[config.mk]
export PLATFORM = sky130hd
export DESIGN_NAME = cast5_ror
export DESIGN_NICKNAME = d
export VERILOG_FILES = /design/src/rtl/cast5_ror.sv
export SDC_FILE = /design/constraint.sdc
export NUM_CORES = 1
export LEC_CHECK = 0
export BUFFER_PORTS_ARGS = -buffer_cell sky130_fd_sc_hd__buf_2
export CAP_MARGIN = 15
export CORE_UTILIZATION = 30
export DETAILED_ROUTE_END_ITERATION = 8
export PLACE_DENSITY = 0.54
export SLEW_MARGIN = 20
export SYNTH_ARGS = -nofsm -noshare
export SYNTH_HDL_FRONTEND = slang
export SYNTH_SLANG_ARGS = --single-unit
[constraint.sdc]
create_clock -name clk -period 3.23 [get_ports clk]
set_input_delay 0.4845 -clock clk [delete_from_list [all_inputs] [get_ports clk]]
set_output_delay 0.4845 -clock clk [all_outputs]
set_load 0.005 [all_outputs]
[src/rtl/cast5_ror.sv]
// Iterative CAST5 right-rotate engine: one binary stage (16/8/4/2/1) per clock behind valid/ready.
// Optional macro CAST5_ROR_ZERO_BYPASS_EN sends amount-0 words straight to DONE.
module cast5_ror (
    input  logic        clk,
    input  logic        rst_n,
    input  logic        in_valid,
    output logic        in_ready,
    input  logic [31:0] in_data,
    input  logic [4:0]  in_amt,
    output logic        out_valid,
    input  logic        out_ready,
    output logic [31:0] out_data,
    output logic        busy
);

    typedef enum logic [1:0] {
        IDLE = 2'd0,
        ROT  = 2'd1,
        DONE = 2'd2
    } state_t;

    state_t      state_r;
    state_t      state_n;
    logic [31:0] work_r;
    logic [4:0]  amt_r;
    logic [2:0]  stage_r;
    logic [31:0] out_data_r;
    logic        out_valid_r;
    logic [31:0] stage_res_s;

    // Stage s rotates right by 2^(4-s) when amount bit (4-s) is set.
    function automatic logic [31:0] ror_stage(input logic [31:0] w, input logic [2:0] s,
                                              input logic [4:0] a);
        logic [31:0] r;
        case (s)
            3'd0:    r = a[4] ? {w[15:0], w[31:16]} : w;
            3'd1:    r = a[3] ? {w[7:0],  w[31:8]}  : w;
            3'd2:    r = a[2] ? {w[3:0],  w[31:4]}  : w;
            3'd3:    r = a[1] ? {w[1:0],  w[31:2]}  : w;
            3'd4:    r = a[0] ? {w[0],    w[31:1]}  : w;
            default: r = w;
        endcase
        return r;
    endfunction

    assign stage_res_s = ror_stage(work_r, stage_r, amt_r);
    assign in_ready    = (state_r == IDLE) && rst_n;
    assign busy        = (state_r == ROT) || (state_r == DONE);
    assign out_valid   = out_valid_r;
    assign out_data    = out_data_r;

    // Next-state decode.
    always_comb begin
        state_n = state_r;
        case (state_r)
            IDLE: begin
                if (in_valid) begin
`ifdef CAST5_ROR_ZERO_BYPASS_EN
                    state_n = (in_amt == 5'd0) ? DONE : ROT;
`else
                    state_n = ROT;
`endif
                end else begin
                    state_n = IDLE;
                end
            end
            ROT: begin
                if (stage_r == 3'd4) begin
                    state_n = DONE;
                end else begin
                    state_n = ROT;
                end
            end
            DONE: begin
                if (out_ready) begin
                    state_n = IDLE;
                end else begin
                    state_n = DONE;
                end
            end
            default: state_n = IDLE;
        endcase
    end

    // State register and datapath; reset aborts any word in flight.
    always_ff @(posedge clk) begin
        if (!rst_n) begin
            state_r     <= IDLE;
            work_r      <= 32'h0;
            amt_r       <= 5'd0;
            stage_r     <= 3'd0;
            out_data_r  <= 32'h0;
            out_valid_r <= 1'b0;
        end else begin
            state_r <= state_n;
            case (state_r)
                IDLE: begin
                    if (in_valid) begin
                        work_r  <= in_data;
                        amt_r   <= in_amt;
                        stage_r <= 3'd0;
`ifdef CAST5_ROR_ZERO_BYPASS_EN
                        if (in_amt == 5'd0) begin
                            out_data_r  <= in_data;
                            out_valid_r <= 1'b1;
                        end
`endif
                    end
                end
                ROT: begin
                    work_r <= stage_res_s;
                    if (stage_r == 3'd4) begin
                        out_data_r  <= stage_res_s;
                        out_valid_r <= 1'b1;
                    end else begin
                        stage_r <= stage_r + 3'd1;
                    end
                end
                DONE: begin
                    if (out_ready) begin
                        out_valid_r <= 1'b0;
                    end
                end
                default: begin
                    out_valid_r <= 1'b0;
                end
            endcase
        end
    end

endmodule

==> results.toml <==
[clock_network]
hold_buffers = 0
cts_max_level = 3
cts_setup_buffers = 0
cts_max_path_buffers = 2
numClockSinks = 75
cts_tree = "yes"
cts-root-buf = "clkbuf_16"
numCtsBuffers = 9
clkLatencyLatePin_ns = 0.35
clk_pin_slew_ns = 0.06
cts_resized = 0

[timing]
min_period_ns = 2.76
relSlewSlack_pct = 30.0
finalCritPeriodShare_pct = 85.4
hold_violations = 0
fmax_ghz = 0.362
setup_viol = 0
fin_worst_skew_ns = 0.00694
drv_slew = 0
worst-slew-pin-transition_ns = 1.05
tns_ns = 0
grt_setup_unrepaired = "false"

[floorplanning]
die_w_um = 140
chipHeight_um = 140
rows = 50
dieArea_sq_um = 19700
io_pins = 76
start_util_pct = 30.7
coreArea_sq_um = 18700

[finish]
antenna_cells = 0
drive_gt1_share_pct = 22.7
area_delta_synth_final_pct = 13.5
nNetsFinal = 731
design_area_sq_um = 6510
fillers = 1922

[worst_setup_path]
cp.depth = 7
critPathTopFamily = "simple AND/OR/NAND/NOR gates"
crit_path_cell_trace = "inv_1 -> ha_1 -> nand2b_1 -> buf_4 -> o22ai_1 -> nor4_1 -> a21oi_1"
critPathMaxFanout = 14
worst_r2r_path_depth = 7
critical_path_arrival_ns = 2.96
start_kind = "register"
path_class = "register to register"
critPathCaptureType = "register"
critPathMaxStageDelay_ns = 0.74
critPathBufInv = 2
slowest_stage = "nor4_1"
cp_data_required_time_ns = 3.43

[global_route]
antenna_found_initial = 0
grt_use_total_pct = 19.2
grt_pass1_wl_um = 29600
grt_max_degree = 39
grt_overflow_total = 0
grt_pass1_vias = 5006

[synth]
synth_area_sq_um = 5740
postSynthCellCount = 669
synth_cell_types = 48
ys_top_cells_by_area = "dfxtp_1 (26%), mux2i_1 (24%), o22ai_1 (6.2%), buf_2 (4.1%), o21ai_0 (3.1%)"
synth_edf_count = 0
ys.warnings.count = 0
synth_nets = 719
yosysTopAreaCell = "dfxtp_1"
ys_ff_latch = 75
yosysTopAreaCellShare_pct = 26.2
async_flop_share_pct = 0
ys.flop_type = "dfxtp_1"
seq_area_frac_synth_pct = 26.2
avgSynthCellArea_sq_um = 8.58

[power_and_ir_drop]
powerDensity_nw_per_um2 = 463
peakVddDrop_uv = 245
p_leak_uw = 0.00219

[routing]
route.detailed.wl_per_inst_um = 20.4
antenna_left = 0
vias = 5378
drt-total-wl_um = 18800
dr.first_iter.drc_count = 522
via_per_inst = 5.85
remaining_drc_errors = 0
first_pass_iters = 5

[run_status]
status = "finished clean"

[hold_path]
holdPathStages = 3
hp-class = "primary input to register"

[placement]
portBuffers = 75
place_area_sq_um = 6160
place.gp.congestion = 0.868
hpwl_um = 12700

[job]
cap_violations = 0
cell usage after synthesis (all sizes together) (18+ instances only):
| cell type | count |
|---|---|
| clkbuf | 41 |
| nor4 | 18 |
| nor2 | 24 |
| o22ai | 57 |
| mux2i | 139 |
| o221ai | 19 |
| nand2 | 21 |
| a21oi | 39 |
| buf | 56 |
| dfxtp | 75 |
| o21ai | 39 |
| a31oi | 29 |
layout by cell type (no fill, tap or decap), types with 3 or more instances in the layout:
cell,instances
a31oi_1,28
o22ai_1,57
buf_2,75
nand3_1,9
nor4_1,8
dfxtp_1,72
a21oi_1,29
or3_1,15
bufinv_16,3
o21ai_0,36
a32o_1,4
nor4_2,10
clkbuf_16,9
o2bb2ai_1,3
a211oi_1,12
dfxtp_2,3
buf_12,3
nor2b_1,4
a21boi_0,5
o221ai_2,10
nand2_1,21
and2_1,4
mux2i_1,139
nand2b_1,8
o211ai_1,15
nor2_1,22
ha_1,9
o221ai_1,9
inv_1,7
buf_4,20
a21oi_2,10
worst paths after layout:
check                                  from                         to  slack (ns)
setup / recovery    stage_r[1]$_SDFFE_PN0P_   out_data[4]$_SDFFE_PN0N_        0.47
hold / removal                    in_amt[4]      amt_r[4]$_SDFFE_PN0P_        0.39
setup reg to reg    stage_r[1]$_SDFFE_PN0P_   out_data[4]$_SDFFE_PN0N_        0.47
hold reg to reg   out_data[10]$_SDFFE_PN0N_  out_data[10]$_SDFFE_PN0N_        0.53
kinds of logic after synthesis:
logic type               synth area share (%)
multiplexers                             24.4
AND/OR/NAND/NOR                          11.1
flip-flops                               26.2
adder cells (fa/ha/maj)                  1.96
AO/OA/AOI/OAI                            27.8
buffers and inverters                    8.61
layer usage:
| metal | wire length (um) | global-route usage (%) | up-vias |
|---|---|---|---|
| met3 | 1070 | 3.76 | 37 |
| met4 | 393 | 6.02 | 0 |
| met1 | 8820 | 26.7 | 2597 |
| met2 | 8490 | 29.8 | 172 |
| met5 | 0 | 0 | - |
| li1 | - | - | 2572 |
worst register-to-register path, stage by stage, from the launching register on:
cell      delay, ns
dfxtp_1        0.39
inv_1          0.08
ha_1           0.25
nand2b_1       0.54
buf_4          0.34
o22ai_1        0.11
nor4_1         0.74
a21oi_1        0.15
state kept, by name (all words and copies together), names as in the netlist:
signal	count
out_data	32
work_r	32
amt_r	5
stage_r	3
state_r	2
out_valid	1
power breakdown:
group,switching [uW],leakage [uW],internal (uW)
logic,336,0.00141,291
clock network,421,0.000169,777
registers,211,0.000614,977
total,968,0.00219,2050
cell type report:
class	instances	area, sq um	share of cell area [%]
clock inverter	6	111	1.71
inverter	8	30.0	0.461
sequential	75	1510	23.1
clock buffer	10	239	3.67
timing repair buffer	98	586	8.99
multi-input combinational	489	3750	57.6
tap	234	293	4.50
metrics by stage:
stage / util (%) / hold WS [ns] / instances / power, uW / worst slack (ns)
finish: 34.8 / 0.390 / 920 / 3010 / 0.470
global route: 34.8 / 0.405 / 920 / 3140 / 0.242
CTS: 34.8 / 0.388 / 920 / 3020 / 0.553
detailed placement: 32.9 / 0.524 / 904 / 1830 / 0.577
global placement: 32.9 / 0.523 / 904 / 1820 / 0.577
floorplan: - / 0.527 / 669 / 1620 / 1.42
(Power assumes the default switching activity.)
